===== config.mk =====
export PLATFORM = sky130hd
export DESIGN_NAME = char_motion
export DESIGN_NICKNAME = d
export VERILOG_FILES = /design/src/rtl/char_motion.sv
export SDC_FILE = /design/constraint.sdc
export NUM_CORES = 1
export LEC_CHECK = 0
export ABC_AREA = 1
export BUFFER_PORTS_ARGS = -buffer_cell sky130_fd_sc_hd__buf_2
export CAP_MARGIN = 25
export CORE_ASPECT_RATIO = 0.7
export CORE_UTILIZATION = 50
export CTS_CLUSTER_DIAMETER = 60
export CTS_CLUSTER_SIZE = 28
export DETAILED_ROUTE_END_ITERATION = 6
export PLACE_DENSITY_LB_ADDON = 0.08
export RECOVER_POWER = 100
export SETUP_SLACK_MARGIN = 0.3
export SLEW_MARGIN = 20
export SYNTH_ARGS = -nofsm -noshare
export SYNTH_HDL_FRONTEND = slang
export SYNTH_SLANG_ARGS = --single-unit

===== constraint.sdc =====
create_clock -name clk -period 9.35 [get_ports clk]
set_input_delay 0.4675 -clock clk [delete_from_list [all_inputs] [get_ports clk]]
set_output_delay 0.4675 -clock clk [all_outputs]
set_load 0.005 [all_outputs]

===== src/rtl/char_motion.sv =====
// Per-frame character physics (walk, jump, gravity, landing) and HP/invulnerability tracking.
// Optional build macro CHAR_DOUBLE_JUMP_EN enables one extra airborne jump per flight.
module char_motion #(
    parameter int SCREEN_W      = 1024,
    parameter int CHAR_W        = 32,
    parameter int CHAR_H        = 48,
    parameter int X_INIT        = 100,
    parameter int Y_INIT        = 100,
    parameter int STEP_X        = 4,
    parameter int JUMP_V        = 12,
    parameter int GRAVITY       = 1,
    parameter int VMAX_FALL     = 12,
    parameter int HP_W          = 4,
    parameter int HP_MAX        = 10,
    parameter int INVULN_FRAMES = 60
) (
    input  logic            clk,
    input  logic            rst,
    input  logic            frame_tick,
    input  logic            stepleft,
    input  logic            stepright,
    input  logic            stepjump,
    input  logic [11:0]     ground_y,
    input  logic            hit,
    input  logic [HP_W-1:0] hit_dmg,
    output logic [11:0]     pos_x,
    output logic [11:0]     pos_y,
    output logic            flip_h,
    output logic [HP_W-1:0] char_hp,
    output logic            on_ground,
    output logic [2:0]      state,
    output logic            alive
);

    typedef enum logic [2:0] {IDLE = 3'd0, WALK = 3'd1, AIR = 3'd2, HURT = 3'd3, DEAD = 3'd4} state_t;

    localparam int INV_W = (INVULN_FRAMES < 2) ? 1 : $clog2(INVULN_FRAMES + 1);
    localparam logic [INV_W-1:0]  INV_LOAD = INV_W'(INVULN_FRAMES);
    localparam logic signed [13:0] X_MAX   = 14'(SCREEN_W - CHAR_W);
    localparam logic signed [13:0] Y_MAX   = 14'(4095);
    localparam logic signed [13:0] STEP    = 14'(STEP_X);
    localparam logic signed [13:0] H       = 14'(CHAR_H);
    localparam logic signed [7:0]  VJ      = 8'(-JUMP_V);
    localparam logic signed [8:0]  G9      = 9'(GRAVITY);
    localparam logic signed [8:0]  VMAX9   = 9'(VMAX_FALL);

    function automatic logic [11:0] clamp_pos(input logic signed [13:0] v, input logic signed [13:0] hi);
        if (v[13])       return 12'd0;
        else if (v > hi) return hi[11:0];
        else             return v[11:0];
    endfunction

    function automatic logic signed [7:0] sat_fall(input logic signed [7:0] v);
        logic signed [8:0] s;
        s = $signed({v[7], v}) + G9;
        return (s > VMAX9) ? VMAX9[7:0] : s[7:0];
    endfunction

    function automatic logic [HP_W-1:0] sat_sub(input logic [HP_W-1:0] a, input logic [HP_W-1:0] b);
        return (b >= a) ? '0 : (a - b);
    endfunction

    state_t             st, st_n;
    logic signed [7:0]  vy, vy_n, vy_t;
    logic [INV_W-1:0]   inv, inv_n;
    logic [11:0]        x_n, y_n;
    logic [HP_W-1:0]    hp_n;
    logic               flip_n, og_n, hit_ok, dead_n, jump, fall;
    logic signed [13:0] xs, ys, gy, y_t;
`ifdef CHAR_DOUBLE_JUMP_EN
    logic               dj_armed, dj_armed_n, jump_rel, jump_rel_n;
`endif

    assign xs    = $signed({2'b00, pos_x});
    assign ys    = $signed({2'b00, pos_y});
    assign gy    = $signed({2'b00, ground_y});
    assign state = st;

    always_ff @(posedge clk or posedge rst) begin
        if (rst) begin
            pos_x     <= 12'(X_INIT);
            pos_y     <= 12'(Y_INIT);
            vy        <= '0;
            flip_h    <= 1'b0;
            char_hp   <= HP_W'(HP_MAX);
            on_ground <= 1'b0;
            st        <= AIR;
            alive     <= 1'b1;
            inv       <= '0;
`ifdef CHAR_DOUBLE_JUMP_EN
            dj_armed  <= 1'b1;
            jump_rel  <= 1'b1;
`endif
        end else begin
            pos_x     <= x_n;
            pos_y     <= y_n;
            vy        <= vy_n;
            flip_h    <= flip_n;
            char_hp   <= hp_n;
            on_ground <= og_n;
            st        <= st_n;
            alive     <= !dead_n;
            inv       <= inv_n;
`ifdef CHAR_DOUBLE_JUMP_EN
            dj_armed  <= dj_armed_n;
            jump_rel  <= jump_rel_n;
`endif
        end
    end

    always_comb begin
        x_n    = pos_x;
        y_n    = pos_y;
        vy_n   = vy;
        vy_t   = vy;
        y_t    = '0;
        flip_n = flip_h;
        og_n   = on_ground;
        hp_n   = char_hp;
        inv_n  = inv;
        st_n   = st;
        jump   = 1'b0;
        fall   = 1'b0;
`ifdef CHAR_DOUBLE_JUMP_EN
        dj_armed_n = dj_armed;
        jump_rel_n = jump_rel;
`endif
        // A hit landing on a tick reloads the counter; the tick decrement is lost that frame.
        hit_ok = hit && (inv == '0) && (st != DEAD);
        if (hit_ok) begin
            hp_n  = sat_sub(char_hp, hit_dmg);
            inv_n = INV_LOAD;
        end else if (frame_tick && (inv != '0)) begin
            inv_n = inv - INV_W'(1);
        end
        dead_n = (st == DEAD) || (hp_n == '0);

        if (frame_tick && !dead_n) begin
            if (stepleft && !stepright) begin
                x_n    = clamp_pos(xs - STEP, X_MAX);
                flip_n = 1'b1;
            end else if (stepright && !stepleft) begin
                x_n    = clamp_pos(xs + STEP, X_MAX);
                flip_n = 1'b0;
            end

            if (on_ground) begin
                if (stepjump)          jump = 1'b1;
                else if (gy > ys + H)  og_n = 1'b0;
            end else begin
`ifdef CHAR_DOUBLE_JUMP_EN
                if (stepjump && dj_armed && jump_rel) begin
                    jump       = 1'b1;
                    dj_armed_n = 1'b0;
                end else begin
                    fall = 1'b1;
                end
`else
                fall = 1'b1;
`endif
            end
`ifdef CHAR_DOUBLE_JUMP_EN
            if (!stepjump) jump_rel_n = 1'b1;
            if (jump)      jump_rel_n = 1'b0;
`endif

            if (jump)      vy_t = VJ;
            else if (fall) vy_t = sat_fall(vy);

            // Ceiling clamp kills upward speed; landing snaps feet onto the ground.
            if (jump || fall) begin
                y_t  = ys + $signed({{6{vy_t[7]}}, vy_t});
                y_n  = clamp_pos(y_t, Y_MAX);
                vy_n = y_t[13] ? '0 : vy_t;
                og_n = 1'b0;
                if (!on_ground && (y_t + H >= gy)) begin
                    y_n  = clamp_pos(gy - H, Y_MAX);
                    vy_n = '0;
                    og_n = 1'b1;
`ifdef CHAR_DOUBLE_JUMP_EN
                    dj_armed_n = 1'b1;
`endif
                end
            end
        end

        if (frame_tick || hit_ok) begin
            if (dead_n)                    st_n = DEAD;
            else if (inv_n != '0)          st_n = HURT;
            else if (!og_n)                st_n = AIR;
            else if (stepleft ^ stepright) st_n = WALK;
            else                           st_n = IDLE;
        end
    end

endmodule


Yosys cells after proc, flatten, opt, wreduce, memory -nomap -nowiden

Index checks and enable logic that the tools add are counted.

Bits in registers: 48
Bits of input ports: 23
Output and inout port bits: 34
Logic and storage cells: 88

Add/subtract/negate cells: 9
Magnitude comparators: 8
Equality and inequality tests: 2
Muxes and demuxes: 38
Bitwise logic cells: 1
Reductions and logical operators: 21

Operator list:

| cell                  | count |
|---|---|
| $mux 12               | 11 |
| $mux 8                | 6 |
| $add 13x8->14         | 1 |
| $add 14x7->14 const B | 1 |
| $ge 14x13->1          | 1 |
| $gt 14x13->1 const B  | 1 |
| $mux 1                | 14 |
| $add 12x3->13 const B | 1 |
| $add 12x6->13 const B | 1 |
| $gt 12x13->1          | 1 |
| $gt 13x10->1 const B  | 1 |
| $gt 13x11->1 const B  | 1 |
| $gt 13x13->1 const B  | 1 |
| $sub 12x3->13 const B | 1 |
| $sub 12x6->13 const B | 1 |
| $mux 6                | 2 |
| $reduce_bool 6->1     | 2 |
| $add 8x2->9 const B   | 1 |
| $gt 9x5->1 const B    | 1 |
| $mux 4                | 2 |
| $logic_and 1x1->1     | 7 |
| $logic_not 6->1       | 1 |
| $sub 6x1->6 const B   | 1 |
| $ge 4x4->1            | 1 |
| 11 further kinds      | 18 |

Logic depth before layout (Yosys ltp)

Gate-level depths: netlist (run 1).

Word-level depth: 22
Mapped depth: 41
Depth with buffers taken out: 41

Worst setup path after synthesis (run 1)

OpenSTA, ideal clock, no wires.

Kind: register to register
Start point: register vy[0]
End point: register pos_y[11]
Setup time: 122 ps
Arrival: 4635 ps
Required time: 9228 ps
Setup slack: 4593 ps
Stages on the path, launching flop included: 37
Buffers on the path: 1
Clock period less this slack: 4757 ps
Cell sequence: dfrtp_1 -> ha_1 -> nand3_1 -> xor2_1 -> nand2_1 -> nor2_1 -> o2111ai_1 -> and2_1 -> inv_1 -> a22oi_1 -> inv_1 -> ha_1 -> inv_1 -> fa_1 -> inv_1 -> nand3_1 -> nand2_2 -> xor2_2 -> inv_1 -> ha_1 -> nand3b_1 -> nor2_2 -> xor2_1 -> ha_1 -> inv_1 -> nor3_1 -> a211oi_1 -> nand2_1 -> nand2_1 -> nand2_1 -> nor2_1 -> nand3_1 -> nand3_4 -> inv_4 -> buf_6 -> o211ai_2 -> nand2_1

Longest elaborated chain between the ends: 11
Elaborated cells on any way between the ends: 14
Those cells by class: add/sub (3); order compare (3); mux (7); reduce/logical (1)

RTL lines:

| element                                       | line    | RTL |
|---|---|---|
| start, declared                               | 64      | `logic signed [7:0] vy, vy_n, vy_t;` |
| start signal, assigned                        | 97      | `vy <= vy_n;` |
| $add 8x2->9                                   | 55      | `s = $signed({v[7], v}) + G9;` |
| $gt 9x5->1                                    | 56      | `return (s > VMAX9) ? VMAX9[7:0] : s[7:0];` |
| $mux 8                                        | 56      |  |
| $mux 8 (*)                                    | 168     | `else if (fall) vy_t = sat_fall(vy);` |
| $mux 8 (*)                                    | 167     | `if (jump) vy_t = VJ;` |
| $mux 8 (*)                                    | 138     | `if (frame_tick && !dead_n) begin` |
| $add 13x8->14 (*)                             | 172     | `y_t = ys + $signed({{6{vy_t[7]}}, vy_t});` |
| $add 14x7->14 or $gt 14x13->1 (tied branches) | 176, 49 |  |
| $ge 14x13->1 or $mux 12 (tied branches)       | 176, 49 |  |
| $logic_and 1x1->1 or $mux 12 (tied branches)  | 176, 48 |  |
| $mux 12 (*)                                   | 176     | `if (!on_ground && (y_t + H >= gy)) begin` |
| end signal, assigned                          | 82      | `pos_y <= 12'(Y_INIT);` |
| end signal, assigned                          | 96      | `pos_y <= y_n;` |
| end, declared                                 | 27      | `output logic [11:0] pos_y,` |

Every way passes the cells marked *; elsewhere a longest branch is shown, timed or not. The select of a mux whose other input is x is not followed.
A chain may end at the register's enable or synchronous reset.

Worst setup path after layout (run 1)

Same ends and word-level chain as after synthesis.

==> results.sh, run 1 <==
export IMPL_synthArstFlopShare_pct=100
export IMPL_finalWirelength_um=13700
export IMPL_via_per_inst=5.32
export IMPL_tns_ps=0
export IMPL_syn_avg_cell_area_sq_um=6.69
export IMPL_dp_hpwl_um=11000
export IMPL_diodes=0
export IMPL_grt_max_degree=47
export IMPL_crit_type="reg2reg"
export IMPL_status="complete, but fails checks"
export IMPL_synth_seq_cells=46
export IMPL_h_tree_depth=2
export IMPL_power_frac_comb_pct=16.1
export IMPL_synth_enable_flop_cells=0
export IMPL_io_buffers=54
export IMPL_ys_seq_area_share_pct=22.8
export IMPL_via_count=5028
export IMPL_cts_repair_resized=0
export IMPL_critPathTopFamily="simple AND/OR/NAND/NOR gates"
export IMPL_max_vdd_ir_drop_uv=70.6
export IMPL_synth_cells=764
export IMPL_power_density_nw_per_um2=98.6
export IMPL_yosysUniqueCellTypes=51
export IMPL_power_share_clock_pct=43.7
export IMPL_maxCapViolCount=1
export IMPL_antenna_found_initial=0
export IMPL_r2r_cells=35
export IMPL_hold_viol=0
export IMPL_final_common_cell="nand2_1"
export IMPL_endpoint_kind="register"
export IMPL_die_h_um=86.6
export IMPL_p_leak_nw=3.10
export IMPL_grt_use_total_pct=26.8
export IMPL_worst_path_buf_inv=7
export IMPL_critPathMaxFanout=16
export IMPL_finClkSkew_ps=4.64
export IMPL_start_util_pct=52.1
export IMPL_violations="capacitance limit, slew limit"
export IMPL_cp_depth=35
export IMPL_rsz0062_at_grt="false"
export IMPL_setup_viol_count_final=0
export IMPL_drc=0
export IMPL_grt_pass1_vias=4546
export IMPL_gp_congestion=0.943
export IMPL_dieWidth_um=123
export IMPL_cts_tree="done"
export IMPL_core_area_sq_um=9800
export IMPL_clkLatencyLatePin_ps=290
export IMPL_start_kind="register"
export IMPL_relSlewSlack_pct=-39.5
export IMPL_netSwitchingPower_mw=0.145
export IMPL_dieArea_sq_um=10600
export IMPL_slew_viol_final=47
export IMPL_cts_made_buffers=5
export IMPL_drt_iter0_markers=431
export IMPL_cp_slowest_cell="clkinvlp_2"
export IMPL_area_growth_pct=9.16
export IMPL_grt_pass1_wl_um=22200
export IMPL_path_clk_slew_ps=70
export IMPL_final_cell_mix="209 x nand2_1, 131 x inv_1, 58 x nor2_1"
export IMPL_drtPass1Iterations=5
export IMPL_fin_nets=895
export IMPL_max_freq_ghz=0.160
export IMPL_fin_area_sq_um=5580
export IMPL_grt_overflow_total=0
export IMPL_tightest_slew_ps=2080
export IMPL_drive_gt1_share_pct=10.8
export IMPL_p_sw_share_pct=26.4
export IMPL_hold_class="in2reg"
export IMPL_required_ps=9520
export IMPL_rows=30
export IMPL_fin_crit_ps=6260
export IMPL_hold_path_depth=4
export IMPL_post_cts_buffers=0
export IMPL_cp_slowest_stage_delay_ps=550
export IMPL_cell_internal_pwr_mw=0.405
export IMPL_root_buffer="clkbuf_16"
export IMPL_ctsLongestPathBuffers=2
export IMPL_avgRoutedWirePerCell_um=14.5
export IMPL_syn_cell_area_sq_um=5110
export IMPL_postRouteAntennaNets=0
export IMPL_postCtsHoldBufs=0
export IMPL_yosys_warnings=0
export IMPL_critPathArrivalTime_ps=6440
export IMPL_placed_area_sq_um=5470
export IMPL_pwr_share_seq_pct=40.2
export IMPL_ios=57
export IMPL_finalCritPeriodShare_pct=67.0
export IMPL_cts_sinks=46
export IMPL_synth_ff_type="dfrtp_1"
## final timing paths
| path | from | slack (ps) | end |
|---|---|---|---|
| worst max register to register | vy[0]$_DFFE_PP0P_ | 3090 | pos_y[11]$_DFFE_PP0P_ |
| worst min register to register | flip_h$_DFFE_PP0P_ | 500 | flip_h$_DFFE_PP0P_ |
| worst min-delay path | frame_tick | 480 | state[1]$_DFFE_PP1P_ |
| worst max-delay path | vy[0]$_DFFE_PP0P_ | 3090 | pos_y[11]$_DFFE_PP0P_ |
| min in group asynchronous | rst | 710 | pos_x[3]$_DFFE_PP0P_ |
| max in group asynchronous | rst | 7690 | vy[3]$_DFFE_PP0P_ |
## tightest hold or removal path, cell delays in order
cell and delay (ps):
buf_2 110, nor2_1 70, nand2_1 60, nand2_1 50
## state kept, by name, summed over array words and instances, names as in the netlist
name / count
pos_x: 10
state: 3
pos_y: 12
flip_h: 1
alive: 1
inv: 6
on_ground: 1
char_hp: 4
vy: 8
## logic make-up after synthesis
kind of cell / share of synthesized area [%]
AND/OR/NAND/NOR: 34.8
buffers and inverters: 11.7
other: 0.0734
AO/OA/AOI/OAI: 10.5
adder cells (fa/ha/maj): 14.0
XOR/XNOR: 6.15
flip-flops: 22.8
## per-layer routing
metal / vias up / GRT usage (%) / share of wire, %
li1: 2551 / - / -
met5: - / 0 / 0
met3: 14 / 4.93 / 7.0
met4: 0 / 3.77 / 0.72
met1: 2300 / 42.1 / 52
met2: 163 / 37.9 / 40
## power by group through the flow
stage | sequential (mW) | combinational (mW) | clock (mW)
2_1_floorplan | 0.223 | 0.0674 | 0
3_3_place_gp | 0.225 | 0.0887 | 0
3_5_place_dp | 0.225 | 0.0913 | 0
4_1_cts | 0.221 | 0.0921 | 0.243
5_1_grt | 0.223 | 0.102 | 0.252
6_report | 0.221 | 0.0886 | 0.240
## per-stage QoR
stage,hold slack [ps],setup slack [ps],std cells,util (%),total power [mW]
after global routing,499,2500,945,56.9,0.577
after detailed placement,479,4050,937,55.9,0.316
after global placement,473,4310,937,55.9,0.313
final,476,3090,945,56.9,0.550
after CTS,440,4010,945,57.9,0.557
after floorplan,469,4590,765,-,0.290
## layout make-up
type / count / area (sq um)
timing repair buffer: 54 / 258
sequential: 46 / 1160
clock inverter: 2 / 60.1
multi-input combinational: 568 / 3260
clock buffer: 6 / 139
fill: 961 / 4220
tap: 128 / 160
inverter: 141 / 532
## cell usage after synthesis (all sizes together) (4+ instances only)
| library cell | number | area share (%) |
|---|---|---|
| a211oi | 4 | 0.59 |
| a21oi | 25 | 2.4 |
| buf | 8 | 1.2 |
| dfrtp | 36 | 18 |
| dfstp | 10 | 5.1 |
| ha | 54 | 13 |
| inv | 139 | 10 |
| nand2 | 218 | 17 |
| nand3 | 55 | 6.5 |
| nand3b | 8 | 1.2 |
| nand4 | 19 | 2.4 |
| nor2 | 63 | 5.4 |
| nor3 | 13 | 1.6 |
| o211ai | 4 | 0.98 |
| o21ai | 38 | 3.8 |
| o22ai | 11 | 1.3 |
| or2 | 4 | 0.49 |
| xnor2 | 5 | 0.86 |
| xor2 | 30 | 5.3 |
Note: power is estimated with default switching activity, not from simulation.
==> inputs of run 2 (changes only) <==
==> constraint.sdc (replaced) <==
create_clock -name clk -period 5.69 [get_ports clk]
set_input_delay 0.2845 -clock clk [delete_from_list [all_inputs] [get_ports clk]]
set_output_delay 0.2845 -clock clk [all_outputs]
set_load 0.005 [all_outputs]
==> run 2 against run 1 <==
The flow still finishes with violations (capacitance limit, slew limit). Largest cell class unchanged. Clock skew up 0.56 ps. Combinational power up 65%. Clock-buffer cell count down 1. Register-to-register slack worse by 2600 ps. Largest power group is now registers. Sequential share of layout area down 0.63 points.
==> results.sh, run 2 (synthesis results as in run 1) <==
export IMPL_tns_ps=0
export IMPL_final_cell_mix="209 x nand2_1, 128 x inv_1, 56 x nor2_1"
export IMPL_root_buffer="clkbuf_16"
export IMPL_largestRegisters="pos_y: 12 flops, pos_x: 10 flops, vy: 8 flops"
export IMPL_via_per_inst=5.31
export IMPL_max_freq_ghz=0.194
export IMPL_io_buffers=54
export IMPL_cp_slowest_stage_delay_ps=440
export IMPL_cts_tree="done"
export IMPL_largest_reg_flops=12
export IMPL_setup_worst_path_start="vy[0]$_DFFE_PP0P_"
export IMPL_rows=30
export IMPL_antenna_found_initial=0
export IMPL_avgRoutedWirePerCell_um=14.2
export IMPL_required_ps=5870
export IMPL_violations="capacitance limit, slew limit"
export IMPL_ios=57
export IMPL_worstReg2RegEnd="pos_y[10]$_DFFE_PP0P_"
export IMPL_grt_pass1_wl_um=21500
export IMPL_dieArea_sq_um=10600
export IMPL_drc=0
export IMPL_finClkSkew_ps=5.21
export IMPL_postRouteAntennaNets=0
export IMPL_relSlewSlack_pct=-36.8
export IMPL_path_clk_slew_ps=70
export IMPL_cts_sinks=46
export IMPL_cts_made_buffers=5
export IMPL_gp_congestion=0.943
export IMPL_r2r_cells=39
export IMPL_cp_slowest_cell="dfrtp_1"
export IMPL_ctsLongestPathBuffers=2
export IMPL_setup_viol_count_final=0
export IMPL_core_area_sq_um=9800
export IMPL_final_common_cell="nand2_1"
export IMPL_status="complete, but fails checks"
export IMPL_grt_pass1_vias=4390
export IMPL_power_density_nw_per_um2=147
export IMPL_worstReg2RegStart="vy[0]$_DFFE_PP0P_"
export IMPL_rsz0062_at_grt="true"
export IMPL_start_util_pct=52.1
export IMPL_crit_type="reg2reg"
export IMPL_fin_crit_ps=5160
export IMPL_diodes=0
export IMPL_h_tree_depth=2
export IMPL_hold_class="in2reg"
export IMPL_regMostFlops="pos_y"
export IMPL_critPathArrivalTime_ps=5340
export IMPL_grt_overflow_total=0
export IMPL_dp_hpwl_um=10800
export IMPL_p_leak_nw=3.16
export IMPL_postCtsHoldBufs=0
export IMPL_drtPass1Iterations=5
export IMPL_fill_cells=949
export IMPL_hold_viol=0
export IMPL_tightest_slew_ps=2040
export IMPL_placed_area_sq_um=5470
export IMPL_critPathMaxFanout=7
export IMPL_finalWirelength_um=13600
export IMPL_via_count=5087
export IMPL_grt_use_total_pct=26.0
export IMPL_drive_gt1_share_pct=15.3
export IMPL_fin_area_sq_um=5770
export IMPL_maxCapViolCount=1
export IMPL_dieWidth_um=123
export IMPL_start_kind="register"
export IMPL_clkLatencyLatePin_ps=290
export IMPL_multi_input_area_sq_um=3380
export IMPL_finalCritPeriodShare_pct=90.6
export IMPL_die_h_um=86.6
export IMPL_drt_iter0_markers=360
export IMPL_cp_endpoint="pos_y[10]$_DFFE_PP0P_"
export IMPL_slew_viol_final=47
export IMPL_area_growth_pct=12.9
export IMPL_r2r_slack_ps=530
export IMPL_fin_nets=908
export IMPL_cp_common_cell="nand2_1"
export IMPL_endpoint_kind="register"
export IMPL_max_vdd_ir_drop_uv=119
export IMPL_regArea_sq_um=1170
export IMPL_grt_max_degree=47
[run 2: layout make-up]
cell class              count  area share, %
clock buffers               5           2.17
multi-input cells         568           58.7
clock inverters             3          0.694
repair buffers             67           6.20
inverters                 141           9.24
well taps                 128           2.78
flip-flops and latches     46           20.2
[run 2: repair_timing]
| item | in CTS | in global routing |
|---|---|---|
| resized for setup | 0 | 23 |
| setup buffers | 1 | 12 |
| pin swaps | 2 | 14 |
| setup endpoints to repair | 4 | 23 |
[run 2: critical path: cells and delay by family (launching register included)]
kind | cells | cell delay [ps]
and+or+nand+nor | 22 | 2100
adders and majority gates | 4 | 1020
buffers and inverters | 7 | 650
AOI/OAI and AO/OA | 4 | 510
DFF | 1 | 440
xor gates and xnor gates | 2 | 330
[run 2: how the worst min path moves through the flow]
stage	startpoint	to	slack, ps	cells after the start
4_1_cts	rst	pos_x[4]$_DFFE_PP0P_	250	2
3_5_place_dp	state[1]$_DFFE_PP1P_	state[1]$_DFFE_PP1P_	480	2
6_report	frame_tick	state[1]$_DFFE_PP1P_	290	4
3_3_place_gp	flip_h$_DFFE_PP0P_	flip_h$_DFFE_PP0P_	470	2
2_1_floorplan	frame_tick	state[1]$_DFFE_PP1P_	440	3
5_1_grt	frame_tick	state[1]$_DFFE_PP1P_	320	4
[run 2: through the flow]
stage	setup WS, ps	cells	hold WS, ps	power, mW	utilization, %
floorplan	933	765	437	0.477	-
global placement	646	937	473	0.515	55.9
detailed placement	381	937	476	0.519	55.9
CTS	315	946	254	0.856	57.6
global route	128	958	316	0.891	58.9
finish	534	958	294	0.847	58.9
[run 2: report_power, final]
part           internal (mW)  switching, mW
clock network          0.206          0.131
logic                 0.0535         0.0929
registers              0.348         0.0154
[run 2: routing by layer]
layer,vias up,track usage (%),wire length (um)
li1,2586,-,-
met4,0,4.43,87
met5,-,0,0
met2,184,36.1,5490
met3,9,5.99,1170
met1,2308,40.6,6900
==> inputs of run 3 (changes only) <==
--- a/config.mk
+++ b/config.mk
@@ -8,7 +8,6 @@
 export ABC_AREA = 1
 export BUFFER_PORTS_ARGS = -buffer_cell sky130_fd_sc_hd__buf_2
 export CAP_MARGIN = 25
-export CORE_ASPECT_RATIO = 0.7
 export CORE_UTILIZATION = 50
 export CTS_CLUSTER_DIAMETER = 60
 export CTS_CLUSTER_SIZE = 28
==> run 3 against run 2 <==
Fmax rose by 0.19%. Design area fell by 1.9%. Worst setup slack improved by 9.8 ps. The run now ends clean. Clock-buffer cell count rose by 1. Global-route usage fell by 0.63 points. Clock skew rose by 4.9 ps. Die area barely moved. Wire length fell by 4.0%. Sequential share of layout area rose by 0.40 points. Combinational power rose by 3%. Non-clock buffer count fell by 6. Register-to-register slack barely moved.
==> results.sh, run 3 (synthesis results as in run 1) <==
export IMPL_status="complete, no violations"
export IMPL_grt_pass1_vias=4622
export IMPL_antenna_found_initial=0
export IMPL_multi_input_area_sq_um=3380
export IMPL_busiest_layer="met2"
export IMPL_finalWirelength_um=13100
export IMPL_tns_ps=0
export IMPL_largest_reg_flops=12
export IMPL_h_tree_depth=2
export IMPL_clkLatencyLatePin_ps=310
export IMPL_final_cell_mix="208 x nand2_1, 130 x inv_1, 55 x nor2_1"
export IMPL_ios=57
export IMPL_ctsLongestPathBuffers=2
export IMPL_use_met2_pct=46.6
export IMPL_use_met3_pct=2.51
export IMPL_area_growth_pct=10.8
export IMPL_fin_crit_ps=5150
export IMPL_max_vdd_ir_drop_uv=93.8
export IMPL_hold_viol=0
export IMPL_worstReg2RegStart="vy[0]$_DFFE_PP0P_"
export IMPL_hold_ws_ps=188
export IMPL_postRouteAntennaNets=0
export IMPL_cp_slowest_stage_delay_ps=420
export IMPL_power_density_nw_per_um2=134
export IMPL_regMostFlops="pos_y"
export IMPL_drive_gt1_share_pct=13.3
export IMPL_root_buffer="clkbuf_8"
export IMPL_regArea_sq_um=1170
export IMPL_final_common_cell="nand2_1"
export IMPL_grt_overflow_total=0
export IMPL_largestRegisters="pos_y: 12 flops, pos_x: 10 flops, vy: 8 flops"
export IMPL_finalCritPeriodShare_pct=90.4
export IMPL_setup_worst_path_start="vy[0]$_DFFE_PP0P_"
export IMPL_gp_congestion=0.914
export IMPL_io_buffers=54
export IMPL_dieWidth_um=103
export IMPL_grt_use_met1_pct=30.7
export IMPL_max_freq_ghz=0.194
export IMPL_rows=36
export IMPL_finClkSkew_ps=10.1
export IMPL_cp_slowest_cell="dfrtp_1"
export IMPL_cts_made_buffers=5
export IMPL_r2r_slack_ps=540
export IMPL_via_per_inst=5.18
export IMPL_fin_ws_ps=544
export IMPL_fill_cells=978
export IMPL_die_h_um=103
export IMPL_maxCapViolCount=0
export IMPL_cts_tree="done"
export IMPL_drtPass1Iterations=5
export IMPL_r2r_cells=36
export IMPL_diodes=0
export IMPL_core_area_sq_um=9820
export IMPL_start_util_pct=52.0
export IMPL_critPathArrivalTime_ps=5400
export IMPL_p_leak_nw=3.09
export IMPL_cp_common_cell="nand2_1"
export IMPL_setup_viol_count_final=0
export IMPL_worstReg2RegEnd="pos_y[1]$_DFFE_PP0P_"
export IMPL_drt_iter0_markers=186
export IMPL_tightest_slew_ps=1140
export IMPL_via_count=4961
export IMPL_slew_viol_final=0
export IMPL_dp_hpwl_um=10600
export IMPL_cp_endpoint="pos_y[1]$_DFFE_PP0P_"
export IMPL_drc=0
export IMPL_place_ws_ps=377
export IMPL_cts_sinks=46
export IMPL_grt_use_total_pct=25.4
export IMPL_start_kind="register"
export IMPL_endpoint_kind="register"
export IMPL_path_clk_slew_ps=100
export IMPL_relSlewSlack_pct=24.2
export IMPL_grt_pass1_wl_um=21000
export IMPL_crit_type="reg2reg"
export IMPL_hold_class="in2async"
export IMPL_fin_nets=902
export IMPL_rsz0062_at_grt="true"
export IMPL_critPathMaxFanout=16
export IMPL_required_ps=5940
export IMPL_grt_max_degree=47
export IMPL_avgRoutedWirePerCell_um=13.7
export IMPL_dieArea_sq_um=10600
run 3: cell types whose count changed in the layout (fill, tap and decap cells not counted), sizes merged:
cell	previous run	this run
buf	60	45
clkbuf	12	22
clkinv	4	2
inv	138	139
run 3: power by group:
part	switching, mW	internal (mW)
combinational	0.0960	0.0536
sequential	0.0144	0.348
clock	0.117	0.131
total	0.228	0.533
run 3: layout make-up:
type	count	area share, %
repair buffers	61	5.31
clock buffers	6	1.28
clock inverters	2	0.664
flip-flops and latches	46	20.6
multi-input cells	568	59.7
inverters	141	9.44
well taps	133	2.94
run 3: worst min-delay path by stage:
stage                       start                    to  slack [ps]  cells after the start
6_report                      rst  state[0]$_DFFE_PP0P_         190                      2
5_1_grt                       rst  state[2]$_DFFE_PP0P_         270                      2
4_1_cts                       rst  pos_x[3]$_DFFE_PP0P_         230                      2
3_5_place_dp   flip_h$_DFFE_PP0P_    flip_h$_DFFE_PP0P_         480                      2
3_3_place_gp   flip_h$_DFFE_PP0P_    flip_h$_DFFE_PP0P_         470                      2
2_1_floorplan          frame_tick  state[1]$_DFFE_PP1P_         440                      3
run 3: per-stage QoR:
stage / instances / instance area [sq um] / utilization [%] / total power [mW]
final: 957 / 5660 / 57.6 / 0.760
after global routing: 957 / 5660 / 57.6 / 0.800
after CTS: 950 / 5590 / 56.9 / 0.768
after detailed placement: 942 / 5480 / 55.8 / 0.521
after global placement: 942 / 5480 / 55.8 / 0.514
after floorplan: 765 / 5110 / - / 0.477
run 3: repair_timing:
action / 4_1_cts / 5_1_grt
hold buffers: 0 / 0
buffers inserted: 0 / 6
endpoints found under the setup margin: 0 / 23
resized for setup: 0 / 24
run 3: routing by layer:
metal / share of wire [%] / up-vias
li1: - / 2554
met1: 45 / 2278
met2: 49 / 110
met3: 3.4 / 19
met4: 2.3 / 0
met5: 0 / -
run 3: critical path: cells and delay by family (launching register included):
kind                       cells  cell delay (ps)
and+or+nand+nor               17             1790
adders and majority gates      5             1180
xor gates and xnor gates       3              600
buffers and inverters          7              550
AOI/OAI and AO/OA              4              530
DFF                            1              420
